[src/rtl/debug_cmd_rx_pkg.sv]
// rtl/debug_cmd_rx_pkg.sv - shared opcodes, FSM state types and bit-timing helper
package debug_cmd_rx_pkg;

    localparam logic [7:0] OP_HALT   = 8'h48;
    localparam logic [7:0] OP_STEP   = 8'h53;
    localparam logic [7:0] OP_RESET  = 8'h52;
    localparam logic [7:0] OP_BP_SET = 8'h42;
    localparam logic [7:0] OP_BP_CLR = 8'h43;

    typedef enum logic [2:0] {
        RX_IDLE      = 3'd0,
        RX_START     = 3'd1,
        RX_DATA      = 3'd2,
        RX_STOP      = 3'd3,
        RX_WAIT_IDLE = 3'd4
    } rx_state_t;

    typedef enum logic [1:0] {
        P_CMD    = 2'd0,
        P_ARG_HI = 2'd1,
        P_ARG_LO = 2'd2
    } parse_state_t;

    // Bits shorter than 4 clocks leave no room for a mid-bit sample point.
    function automatic int clks_per_bit(input int clk_hz, input int baud);
        int c;
        c = clk_hz / baud;
        return (c < 4) ? 4 : c;
    endfunction

endpackage

[src/rtl/debug_cmd_rx_if.sv]
// rtl/debug_cmd_rx_if.sv - received-byte and debug-command outputs of debug_cmd_rx
interface debug_cmd_rx_if;
    logic        byte_valid;
    logic [7:0]  byte_data;
    logic        frame_err;
    logic        halt_toggle;
    logic        step;
    logic        gb_reset;
    logic        bp_en;
    logic [15:0] bp_addr;
    logic        cmd_err;

    modport master (
        output byte_valid, byte_data, frame_err,
        output halt_toggle, step, gb_reset, bp_en, bp_addr, cmd_err
    );

    modport slave (
        input byte_valid, byte_data, frame_err,
        input halt_toggle, step, gb_reset, bp_en, bp_addr, cmd_err
    );
endinterface

[src/rtl/debug_cmd_rx_uart_rx_byte.sv]
// rtl/debug_cmd_rx_uart_rx_byte.sv - 8N1 UART byte receiver with synchronizer and frame check
module uart_rx_byte
    import debug_cmd_rx_pkg::*;
#(
    parameter int CLKS_PER_BIT = 10
) (
    input  logic       clk,
    input  logic       rst,
    input  logic       rx,
    output logic       byte_valid,
    output logic [7:0] byte_data,
    output logic       frame_err
);

    localparam int CW = $clog2(CLKS_PER_BIT + 1);
    localparam logic [CW-1:0] HALF_M1 = CW'(CLKS_PER_BIT / 2 - 1);
    localparam logic [CW-1:0] FULL_M1 = CW'(CLKS_PER_BIT - 1);

    rx_state_t     state;
    logic          rx_meta;
    logic          rx_sync;
    logic [CW-1:0] cnt;
    logic [2:0]    bit_idx;
    logic [7:0]    shreg;

    always_ff @(posedge clk) begin
        if (!rst) begin
            state      <= RX_IDLE;
            rx_meta    <= 1'b1;
            rx_sync    <= 1'b1;
            cnt        <= '0;
            bit_idx    <= 3'd0;
            shreg      <= 8'h00;
            byte_data  <= 8'h00;
            byte_valid <= 1'b0;
            frame_err  <= 1'b0;
        end else begin
            rx_meta    <= rx;
            rx_sync    <= rx_meta;
            byte_valid <= 1'b0;
            frame_err  <= 1'b0;
            case (state)
                RX_IDLE: begin
                    cnt     <= '0;
                    bit_idx <= 3'd0;
                    if (!rx_sync)
                        state <= RX_START;
                end
                // Half-bit check rejects short low glitches before committing to a frame.
                RX_START: begin
                    if (cnt == HALF_M1) begin
                        cnt   <= '0;
                        state <= rx_sync ? RX_IDLE : RX_DATA;
                    end else begin
                        cnt <= cnt + CW'(1);
                    end
                end
                RX_DATA: begin
                    if (cnt == FULL_M1) begin
                        cnt   <= '0;
                        shreg <= {rx_sync, shreg[7:1]};
                        if (bit_idx == 3'd7)
                            state <= RX_STOP;
                        else
                            bit_idx <= bit_idx + 3'd1;
                    end else begin
                        cnt <= cnt + CW'(1);
                    end
                end
                RX_STOP: begin
                    if (cnt == FULL_M1) begin
                        cnt <= '0;
                        if (rx_sync) begin
                            byte_valid <= 1'b1;
                            byte_data  <= shreg;
                            state      <= RX_IDLE;
                        end else begin
                            frame_err <= 1'b1;
                            state     <= RX_WAIT_IDLE;
                        end
                    end else begin
                        cnt <= cnt + CW'(1);
                    end
                end
                // A low stop bit may be a break; wait for the line to recover.
                RX_WAIT_IDLE: begin
                    if (rx_sync)
                        state <= RX_IDLE;
                end
                default: state <= RX_IDLE;
            endcase
        end
    end

endmodule

[src/rtl/debug_cmd_rx.sv]
// rtl/debug_cmd_rx.sv - UART debug command receiver: byte receiver plus opcode/argument parser
module debug_cmd_rx
    import debug_cmd_rx_pkg::*;
#(
    parameter int CLK_HZ = 100000000,
    parameter int BAUD   = 115200
) (
    input  logic           clk,
    input  logic           rst,
    input  logic           rx,
    debug_cmd_rx_if.master dbg
);

    localparam int CLKS_PER_BIT = clks_per_bit(CLK_HZ, BAUD);

    logic         rx_valid;
    logic [7:0]   rx_data;
    logic         rx_ferr;

    parse_state_t pstate;
    logic [7:0]   arg_hi;
    logic [15:0]  bp_addr_q;
    logic         bp_en_q;
    logic         halt_q;
    logic         step_q;
    logic         gb_reset_q;
    logic         cmd_err_q;

    uart_rx_byte #(
        .CLKS_PER_BIT(CLKS_PER_BIT)
    ) u_rx (
        .clk       (clk),
        .rst       (rst),
        .rx        (rx),
        .byte_valid(rx_valid),
        .byte_data (rx_data),
        .frame_err (rx_ferr)
    );

    // Only one event arrives per cycle, so at most one command pulse can fire.
    always_ff @(posedge clk) begin
        if (!rst) begin
            pstate     <= P_CMD;
            arg_hi     <= 8'h00;
            bp_addr_q  <= 16'h0000;
            bp_en_q    <= 1'b0;
            halt_q     <= 1'b0;
            step_q     <= 1'b0;
            gb_reset_q <= 1'b0;
            cmd_err_q  <= 1'b0;
        end else begin
            halt_q     <= 1'b0;
            step_q     <= 1'b0;
            gb_reset_q <= 1'b0;
            cmd_err_q  <= 1'b0;
            if (rx_valid) begin
                case (pstate)
                    P_CMD: begin
                        case (rx_data)
                            OP_HALT:   halt_q     <= 1'b1;
                            OP_STEP:   step_q     <= 1'b1;
                            OP_RESET:  gb_reset_q <= 1'b1;
                            OP_BP_CLR: bp_en_q    <= 1'b0;
                            OP_BP_SET: pstate     <= P_ARG_HI;
                            default:   cmd_err_q  <= 1'b1;
                        endcase
                    end
                    P_ARG_HI: begin
                        arg_hi <= rx_data;
                        pstate <= P_ARG_LO;
                    end
                    P_ARG_LO: begin
                        bp_addr_q <= {arg_hi, rx_data};
                        bp_en_q   <= 1'b1;
                        pstate    <= P_CMD;
                    end
                    default: pstate <= P_CMD;
                endcase
            end else if (rx_ferr && pstate != P_CMD) begin
                // A corrupted argument byte abandons the half-built breakpoint.
                cmd_err_q <= 1'b1;
                pstate    <= P_CMD;
            end
        end
    end

    assign dbg.byte_valid  = rx_valid;
    assign dbg.byte_data   = rx_data;
    assign dbg.frame_err   = rx_ferr;
    assign dbg.halt_toggle = halt_q;
    assign dbg.step        = step_q;
    assign dbg.gb_reset    = gb_reset_q;
    assign dbg.bp_en       = bp_en_q;
    assign dbg.bp_addr     = bp_addr_q;
    assign dbg.cmd_err     = cmd_err_q;

endmodule

[src/flat_wrapper.sv]
// flat-port wrapper written by rule: the top's interface ports become plain ports
module debug_cmd_rx_flat import debug_cmd_rx_pkg::*;
#(
    parameter int CLK_HZ = 100000000,
    parameter int BAUD   = 115200
)
  (clk, rst, rx, dbg_byte_valid, dbg_byte_data, dbg_frame_err, dbg_halt_toggle, dbg_step, dbg_gb_reset, dbg_bp_en, dbg_bp_addr, dbg_cmd_err);
  debug_cmd_rx_if dbg_i ();
  input  logic clk;
  input  logic rst;
  input  logic rx;
  output wire logic [$bits(dbg_i.byte_valid)-1:0] dbg_byte_valid;
  output wire logic [$bits(dbg_i.byte_data)-1:0] dbg_byte_data;
  output wire logic [$bits(dbg_i.frame_err)-1:0] dbg_frame_err;
  output wire logic [$bits(dbg_i.halt_toggle)-1:0] dbg_halt_toggle;
  output wire logic [$bits(dbg_i.step)-1:0] dbg_step;
  output wire logic [$bits(dbg_i.gb_reset)-1:0] dbg_gb_reset;
  output wire logic [$bits(dbg_i.bp_en)-1:0] dbg_bp_en;
  output wire logic [$bits(dbg_i.bp_addr)-1:0] dbg_bp_addr;
  output wire logic [$bits(dbg_i.cmd_err)-1:0] dbg_cmd_err;
  assign dbg_byte_valid = dbg_i.byte_valid;
  assign dbg_byte_data = dbg_i.byte_data;
  assign dbg_frame_err = dbg_i.frame_err;
  assign dbg_halt_toggle = dbg_i.halt_toggle;
  assign dbg_step = dbg_i.step;
  assign dbg_gb_reset = dbg_i.gb_reset;
  assign dbg_bp_en = dbg_i.bp_en;
  assign dbg_bp_addr = dbg_i.bp_addr;
  assign dbg_cmd_err = dbg_i.cmd_err;
  debug_cmd_rx #(.CLK_HZ(CLK_HZ), .BAUD(BAUD)) u_core (.clk(clk), .rst(rst), .rx(rx), .dbg(dbg_i));
endmodule
[config.mk]
export PLATFORM = sky130hd
export DESIGN_NAME = debug_cmd_rx_flat
export DESIGN_NICKNAME = d
export VERILOG_FILES = /design/src/rtl/debug_cmd_rx_pkg.sv /design/src/rtl/debug_cmd_rx_if.sv /design/src/rtl/debug_cmd_rx_uart_rx_byte.sv /design/src/rtl/debug_cmd_rx.sv /design/src/flat_wrapper.sv
export SDC_FILE = /design/constraint.sdc
export NUM_CORES = 1
export LEC_CHECK = 0
export CAP_MARGIN = 20
export CORE_ASPECT_RATIO = 1.2
export CORE_UTILIZATION = 35
export CTS_CLUSTER_DIAMETER = 100
export DETAILED_ROUTE_END_ITERATION = 16
export MAX_ROUTING_LAYER = met4
export RECOVER_POWER = 50
export SYNTH_ARGS = -nofsm -noshare
export SYNTH_HDL_FRONTEND = slang
export SYNTH_SLANG_ARGS = --single-unit
[constraint.sdc]
create_clock -name clk -period 2.7 [get_ports clk]
set_input_delay 0.27 -clock clk [delete_from_list [all_inputs] [get_ports clk]]
set_output_delay 0.27 -clock clk [all_outputs]
set_load 0.02 [all_outputs]
==> impl_metrics.ini, run 1 <==
[clock_network]
clk_latency_ns = 0.34
cts.htree.levels = 3
cts_tree = yes
clockBufferDepth = 2
ctsHoldBuffers = 0
cts_inserted_buffers = 9
clkSlewWorstSetupHoldPaths_ns = 0.07
clkSinkCount = 67
ctsResizeCount = 0
cts_root_buffer = clkbuf_8
postCtsSetupBuffers = 0

[synthesis]
syn_nets = 330
synthMuxAreaShare = 0.0924
ys_seq_elements = 67
synth_simple_gate_area_frac = 0.246
synthCells = 323
synthXorXnorAreaFrac = 0
synth_ff_type = dfxtp_1
async_flop_share = 0
synth.cell_area_mm2 = 0.00282
ys_types = 46
seq_area_frac_synth = 0.476
yosys_warnings = 0
synth_adder_area_share = 0.0178
synth_top_family_by_area = simple AND/OR/NAND/NOR gates
synth_edf_count = 0
synth-compound-area-share = 0.130
syn_area_per_cell_um2 = 8.72

[critical_path]
required_ns = 2.86
cp_max_fo = 34
cp_slowest_cell = clkbuf_1
arrival_ns = 2.43
r2r_slack_ns = 0.48
reg2reg_depth = 4
r2r-end = u_core.u_rx.shreg[1]
r2r-start = u_core.u_rx.state[1]
cp-end-kind = flip-flop
path_class = in2reg
start_kind = primary input
path_cells = dlygate4sd3_1 > inv_1 > clkbuf_1 > nor3_1
slowest_delay_ns = 1.11

[placed_design]
portBuffers = 33
hpwl_mm = 4.14
gp_congestion = 0.850

[routing]
num_vias = 2320
wl_met3_um = 259
wl_per_cell_um = 13.4
wl_mm = 6.01
dr.pass1.iters = 11
ant_nets = 0
via_per_inst = 5.17
drc = 10
first_iter_violations = 114
wl_met2_mm = 2.85
wl_met1_mm = 2.85
top_layer_used = met4

[cells_and_area]
area_delta_synth_final_pct = 19.5
seqCellArea_mm2 = 0.00134
diodes = 0
drive_gt1_frac = 0.0672
fill_cells = 769
multi_input_area_mm2 = 0.00137
finalNetCount = 359

[timing]
worstMarginPinSlew_ns = 1.50
fin_worst_skew_ns = 0.0106
setup_violations = 0
final.setup.tns_ns = 0
slew_headroom = -0.00231
hold_ws_ns = 0.397
finalCritPeriodShare = 0.843
rsz0062_at_grt = no
finalHoldViolCount = 0
slew_viol_final = 34
fmax_ghz = 0.439
finalCriticalPeriod_ns = 2.28

[pwr]
p_seq_frac = 0.555
vdd_drop_max_mv = 0.195
p_comb_frac = 0.072
p_switching_mw = 0.482
swShare = 0.258
powerDensity_mw_per_mm2 = 554
pwr-share-clk = 0.372
internal-power_mw = 1.38
leakage_nw = 1.24

[hold_path]
min_to = u_core.u_rx.rx_sync
hp-start = u_core.u_rx.rx_meta
hold_depth = 1
hp-class = reg2reg

[floorplan]
io_pins = 34
num_rows = 35
core_mm2 = 0.00775
start_util = 0.363
die_height_um = 100
die_area_mm2 = 0.00841
die_x_um = 83.9

[run_status]
violations = design-rule violations, max-capacitance violations, max-slew violations
outcome = finished with violations

[global_route]
grt_antenna_before_repair = 0
grt.overflow.total = 0
grt_util_all_layers = 0.160
grt_pass1_wl_mm = 10.3
grt_max_degree = 35
first_global_vias = 2150

[job]
maxCapViolations = 1
flip-flops by register name, summed over array words and instances (netlist names):
name,flops
u_core.u_rx.cnt,10
u_core.u_rx.shreg,8
u_core.arg_hi,8
u_core.u_rx.frame_err,1
u_core.u_rx.byte_data,8
u_core.dbg.halt_toggle,1
u_core.dbg.cmd_err,1
u_core.dbg.bp_en,1
u_core.u_rx.bit_idx,3
u_core.dbg.bp_addr,16
u_core.pstate,2
u_core.u_rx.state,3
u_core.dbg.gb_reset,1
u_core.dbg.step,1
u_core.u_rx.rx_meta,1
u_core.u_rx.rx_sync,1
u_core.u_rx.byte_valid,1
worst max path at each step:
stage	startpoint	end	slack, ns	depth (start not counted)
4_1_cts	u_core.u_rx.state[1]	u_core.u_rx.shreg[1]	0.52	4
3_5_place_dp	u_core.u_rx.state[1]	u_core.u_rx.shreg[1]	0.52	4
5_1_grt	rst	u_core.arg_hi[3]	0.23	4
2_1_floorplan	u_core.u_rx.cnt[0]	u_core.u_rx.state[1]	0.77	5
3_3_place_gp	u_core.u_rx.state[1]	u_core.u_rx.shreg[1]	0.57	4
6_report	rst	u_core.u_rx.state[2]	0.42	4
cells in the final DEF, fill, tap and decap left out, drive strengths merged, types with 5 or more instances in the layout:
master         synthesis  layout
inv                    7       7
o21ai                  6       6
nor4                   5       5
nand2                 55      55
a21oi                 27      27
dfxtp                 67      67
nor2                  40      40
clkdlybuf4s50          0      11
clkbuf                17      13
nand3                  6       6
mux2i                 26      26
nor3                   7       7
dlygate4sd3            0      22
critical path: cells and delay by family:
| kind | cells | cell delay (ns) |
|---|---|---|
| simple gates | 1 | 0.11 |
| buf+inv | 3 | 2.03 |
power by group through the flow:
stage          clock (mW)  combinational (mW)  sequential (mW)
2_1_floorplan           0               0.125             1.04
3_3_place_gp            0               0.135             1.06
3_5_place_dp            0               0.136             1.06
4_1_cts             0.724               0.137             1.03
5_1_grt             0.770               0.154             1.04
6_report            0.694               0.135             1.04
routing by layer:
| layer | vias to the layer above | GRT usage |
|---|---|---|
| met5 | - | - |
| met4 | 0 | 0.0570 |
| met3 | 6 | 0.0526 |
| met2 | 56 | 0.259 |
| met1 | 1068 | 0.186 |
| li1 | 1190 | - |
layout make-up:
class / instances / share of cell area
multi-input combinational: 230 / 0.407
sequential: 67 / 0.399
timing repair buffer: 37 / 0.105
clock buffer: 11 / 0.0390
tap: 92 / 0.0342
clock inverter: 5 / 0.00892
inverter: 7 / 0.00781
cell families after synthesis:
kind of cell    Yosys count
buf+inv                  26
simple gates            142
mux                      26
compound gates           58
fa+ha+maj                 4
flops                    67
synth_stat cells (all sizes together) (3+ instances only):
| cell | number | area share |
|---|---|---|
| nand2 | 55 | 0.073 |
| clkbuf | 17 | 0.023 |
| nor4 | 5 | 0.022 |
| or3 | 4 | 0.0089 |
| inv | 7 | 0.0093 |
| o22ai | 4 | 0.0089 |
| o21ai | 6 | 0.011 |
| and2 | 3 | 0.0067 |
| a31oi | 3 | 0.0067 |
| dfxtp | 67 | 0.48 |
| nand3 | 6 | 0.011 |
| a21oi | 27 | 0.048 |
| o31a | 3 | 0.010 |
| nor2 | 40 | 0.053 |
| nand2b | 4 | 0.0089 |
| ha | 4 | 0.018 |
| o211ai | 3 | 0.0080 |
| nor3 | 7 | 0.012 |
| mux2i | 26 | 0.092 |
through the flow:
stage | setup WS [ns] | power, mW | util | instances | cell area (µm²)
finish | 0.424 | 1.86 | 0.434 | 449 | 3370
global route | 0.227 | 1.96 | 0.434 | 449 | 3370
CTS | 0.519 | 1.90 | 0.435 | 449 | 3370
detailed placement | 0.524 | 1.19 | 0.414 | 433 | 3210
global placement | 0.568 | 1.19 | 0.414 | 433 | 3210
floorplan | 0.773 | 1.16 | - | 323 | 2820
Power figures use the tool's default switching activity.
==> run 2: changes to the inputs <==
clock period = 2.15 ns   (was 2.7 ns; I/O delays follow)
==> impl_metrics.ini, run 2 (same netlist as run 1, synthesis figures left out) <==
[routing]
ant_nets = 0
wl_mm = 6.05
num_vias = 2392
dr.pass1.iters = 11
drc = 9
wl_per_cell_um = 13.1
first_iter_violations = 88
via_per_inst = 5.18

[cells_and_area]
largest_reg_flops = 16
layout_commonest_cell = dfxtp_1
finalNetCount = 372
fill_cells = 789
area_delta_synth_final_pct = 26.1
drive_gt1_frac = 0.105
finalNonFillerCells = 462
layout_common_cells = dfxtp_1, nand2_1, nor2_1
diodes = 0

[pwr]
pwr-share-clk = 0.436
internal-power_mw = 2.01
leakage_nw = 1.33
p_seq_frac = 0.477
vdd_drop_max_mv = 0.300
power_mw = 2.67
swShare = 0.247
p_comb_frac = 0.086
powerDensity_mw_per_mm2 = 752
p_switching_mw = 0.658

[clock_network]
cts_tree = yes
cts_root_buffer = clkbuf_8
clockBufferDepth = 2
cts_inserted_buffers = 9
ctsHoldBuffers = 0
clkSlewWorstSetupHoldPaths_ns = 0.08
clkSinkCount = 67
cts.htree.levels = 3
clk_latency_ns = 0.34

[timing]
slew_headroom = 0.412
fin_worst_skew_ns = 0.0142
finalCritPeriodShare = 0.921
worstMarginPinSlew_ns = 0.883
finalCriticalPeriod_ns = 1.98
slew_viol_final = 0
final.setup.tns_ns = 0
setup_violations = 0
fmax_ghz = 0.505
rsz0062_at_grt = no
finalHoldViolCount = 0

[placed_design]
gp_congestion = 0.865
dp.cells = 446
portBuffers = 33
hpwl_mm = 4.29

[critical_path]
r2r-start = u_core.u_rx.cnt[1]
r2r_slack_ns = 0.17
r2r-end = u_core.u_rx.cnt[5]
path_class = reg2reg
start_kind = flip-flop
reg2reg_depth = 7
required_ns = 2.35
arrival_ns = 2.18
cp_max_fo = 9
cp-end-kind = flip-flop

[floorplan]
die_area_mm2 = 0.00841
core_mm2 = 0.00775
io_pins = 34
start_util = 0.363
die_x_um = 83.9
die_height_um = 100
num_rows = 35

[global_route]
grt_util_all_layers = 0.161
grt_max_degree = 29
grt_antenna_before_repair = 0
grt.overflow.total = 0
grt_pass1_wl_mm = 10.6
first_global_vias = 2302

[run_status]
violations = design-rule violations
outcome = finished with violations

[job]
maxCapViolations = 0

[hold_path]
min_to = u_core.u_rx.rx_sync
hold_depth = 1
hp-class = reg2reg
hp-start = u_core.u_rx.rx_meta
-- run 2: cell types whose count changed in the layout (fill, tap and decap cells not counted), sizes merged --
cell and change:
dlygate4sd3 -3, bufinv +2, clkbuf -1, clkinv -1, clkinvlp -1, buf +12, inv +2, clkdlybuf4s50 +3
-- run 2: how the worst max path moves through the flow --
stage / startpoint / to / slack, ns
after floorplan: u_core.u_rx.cnt[0] / u_core.u_rx.state[1] / 0.22
after global placement: u_core.u_rx.cnt[1] / u_core.u_rx.state[1] / 0.16
after detailed placement: u_core.u_rx.cnt[1] / u_core.u_rx.state[1] / 0.09
after CTS: u_core.u_rx.cnt[1] / u_core.u_rx.state[1] / 0.08
after global routing: u_core.u_rx.cnt[1] / u_core.u_rx.cnt[9] / 0.03
final: u_core.u_rx.cnt[1] / u_core.u_rx.cnt[5] / 0.17
-- run 2: routing by layer --
layer	up-vias	track usage	share of wire
met4	0	0.0557	0.014
met5	-	-	0
li1	1218	-	-
met3	9	0.0378	0.036
met2	46	0.288	0.52
met1	1119	0.174	0.43
-- run 2: worst max-delay path, stage by stage, from the launching register on --
cell      delay [ns]
dfxtp_1         0.35
inv_1           0.06
ha_1            0.13
or4bb_1         0.49
o311a_4         0.38
buf_12          0.15
o221ai_1        0.18
a31oi_1         0.10
-- run 2: area by class of cell --
cell class                      instances  area, µm²  area share
Clock buffer                            9        124      0.0349
Clock inverter                          7       98.8      0.0278
Inverter                                7       26.3     0.00740
Multi-Input combinational cell        230       1390       0.390
Sequential cell                        67       1340       0.378
Tap cell                               92        115      0.0324
Timing Repair Buffer                   50        460       0.130
-- run 2: power groups by stage --
stage	clock (mW)	sequential, mW	combinational [mW]
global placement	0	1.30	0.221
floorplan	0	1.30	0.157
CTS	1.19	1.27	0.222
finish	1.16	1.27	0.231
detailed placement	0	1.30	0.222
global route	1.26	1.28	0.260
-- run 2: metrics by stage --
| stage | cell area (µm²) | util | hold slack [ns] | setup WS, ns |
|---|---|---|---|---|
| 6_report | 3550 | 0.458 | 0.409 | 0.170 |
| 5_1_grt | 3550 | 0.458 | 0.429 | 0.0299 |
| 4_1_cts | 3540 | 0.457 | 0.410 | 0.0773 |
| 3_5_place_dp | 3320 | 0.429 | 0.392 | 0.0872 |
| 3_3_place_gp | 3320 | 0.429 | 0.387 | 0.159 |
| 2_1_floorplan | 2820 | - | 0.316 | 0.223 |
-- run 2: timing repair --
| action | 4_1_cts | 5_1_grt |
|---|---|---|
| setup buffers | 0 | 0 |
| endpoints found under the setup margin | 0 | 2 |
| gates resized for setup | 0 | 3 |
==> run 3: changes to the inputs <==
CAP_MARGIN = unset   (was 20)
REMOVE_ABC_BUFFERS = 1   (was unset)
clock period = 2.2 ns   (was 2.15 ns; I/O delays follow)
==> impl_metrics.ini, run 3 (same netlist as run 1, synthesis figures left out) <==
[routing]
drc = 9
wl_per_cell_um = 12.9
wl_mm = 5.93
num_vias = 2379
dr.pass1.iters = 10
first_iter_violations = 126
ant_nets = 0
via_per_inst = 5.18

[cells_and_area]
finalNetCount = 369
fill_cells = 758
fin_util = 0.451
diodes = 0
seqCellArea_mm2 = 0.00134
multi_input_area_mm2 = 0.00137
area_delta_synth_final_pct = 24.0
layout_commonest_cell = dfxtp_1
drive_gt1_frac = 0.101
largest_reg_flops = 16
layout_common_cells = dfxtp_1, nand2_1, nor2_1

[floorplan]
num_rows = 35
io_pins = 34
die_height_um = 100
die_area_mm2 = 0.00841
core_mm2 = 0.00775
die_x_um = 83.9
start_util = 0.363

[critical_path]
cp_slowest_cell = or4bb_1
start_kind = flip-flop
cp_top_family = compound AO/OA/AOI/OAI gates
slowest_delay_ns = 0.46
cp.buffers_inverters = 2
cp-end-kind = flip-flop
r2r_slack_ns = 0.14
reg2reg_depth = 7
r2r-start = u_core.u_rx.cnt[1]
r2r-end = u_core.u_rx.cnt[9]
required_ns = 2.41
cp_max_fo = 12
path_class = reg2reg
critical_path_depth = 7
path_cells = inv_1 > ha_1 > or4bb_1 > o311a_2 > buf_4 > o21ai_0 > a31oi_1
arrival_ns = 2.26

[timing]
finalHoldViolCount = 0
fmax_ghz = 0.486
rsz0062_at_grt = no
slew_viol_final = 0
setup_violations = 0
finalCritPeriodShare = 0.935
final.setup.tns_ns = 0
worstMarginPinSlew_ns = 0.602
fin_worst_skew_ns = 0.00879
finalCriticalPeriod_ns = 2.06
slew_headroom = 0.597

[global_route]
gr-usage-met1 = 0.174
grt_max_degree = 49
grt.overflow.total = 0
grt_util_all_layers = 0.160
busiest_layer = met2
first_global_vias = 2311
use_met2 = 0.276
grt_antenna_before_repair = 0
grt_pass1_wl_mm = 10.5
gr-usage-met3 = 0.0493

[clock_network]
clkSinkCount = 67
cts_tree = yes
clk_latency_ns = 0.34
cts.htree.levels = 3
clkSlewWorstSetupHoldPaths_ns = 0.07
cts_root_buffer = clkbuf_8
postCtsSetupBuffers = 0
ctsHoldBuffers = 0
clockBufferDepth = 2
cts_inserted_buffers = 9

[pwr]
vdd_drop_max_mv = 0.300
powerDensity_mw_per_mm2 = 721
leakage_nw = 1.30

[placed_design]
gp_congestion = 0.829
hpwl_mm = 4.02
portBuffers = 33

[job]
maxCapViolations = 0

[run_status]
outcome = finished with violations
violations = design-rule violations

[hold_path]
hp-class = reg2reg
min_to = u_core.u_rx.rx_sync
hold_depth = 1
hp-start = u_core.u_rx.rx_meta
==> run 3: routing by layer <==
| layer | vias to the layer above | part of all wire |
|---|---|---|
| met5 | - | 0 |
| met4 | 0 | 0.012 |
| met3 | 11 | 0.034 |
| met2 | 45 | 0.49 |
| met1 | 1113 | 0.46 |
| li1 | 1210 | - |
==> run 3: power by group <==
group          switching [mW]  internal [mW]
registers              0.0196           1.23
clock network           0.472          0.589
logic                   0.129         0.0742
==> run 3: what timing repair did <==
| action | 4_1_cts | 5_1_grt |
|---|---|---|
| gates resized for setup | 0 | 2 |
| endpoints found under the setup margin | 0 | 2 |
| hold endpoints to repair | 0 | 0 |
==> run 3: cell type report <==
cell class / instances / area share
clock buffer: 11 / 0.0433
clock inverter: 5 / 0.0172
inverter: 7 / 0.00752
multi-input combinational: 230 / 0.392
sequential: 67 / 0.384
tap: 92 / 0.0330
timing repair buffer: 47 / 0.122
==> run 3: worst reg2reg max path: stages (launching register included) <==
cell,delay (ns)
dfxtp_1,0.35
inv_1,0.06
ha_1,0.13
or4bb_1,0.46
o311a_2,0.46
buf_4,0.20
o21ai_0,0.17
a31oi_1,0.10
==> run 3: how the worst max path moves through the flow <==
stage	from	to	slack [ns]
final	u_core.u_rx.cnt[1]	u_core.u_rx.cnt[9]	0.14
after global routing	u_core.u_rx.cnt[1]	u_core.u_rx.cnt[9]	0.01
after CTS	u_core.u_rx.cnt[0]	u_core.u_rx.state[1]	0.08
after detailed placement	u_core.u_rx.cnt[0]	u_core.u_rx.state[1]	0.09
after global placement	u_core.u_rx.cnt[0]	u_core.u_rx.state[1]	0.17
after floorplan	u_core.u_rx.state[2]	u_core.u_rx.shreg[0]	0.19
==> run 3: metrics by stage <==
stage | cell area, µm² | total power [mW] | cells | setup slack, ns | hold slack [ns]
floorplan | 2740 | 1.41 | 304 | 0.191 | 0.293
global placement | 3290 | 1.48 | 443 | 0.166 | 0.398
detailed placement | 3290 | 1.48 | 443 | 0.0863 | 0.403
CTS | 3500 | 2.55 | 459 | 0.0775 | 0.420
global route | 3490 | 2.63 | 459 | 0.0142 | 0.434
finish | 3490 | 2.52 | 459 | 0.144 | 0.412
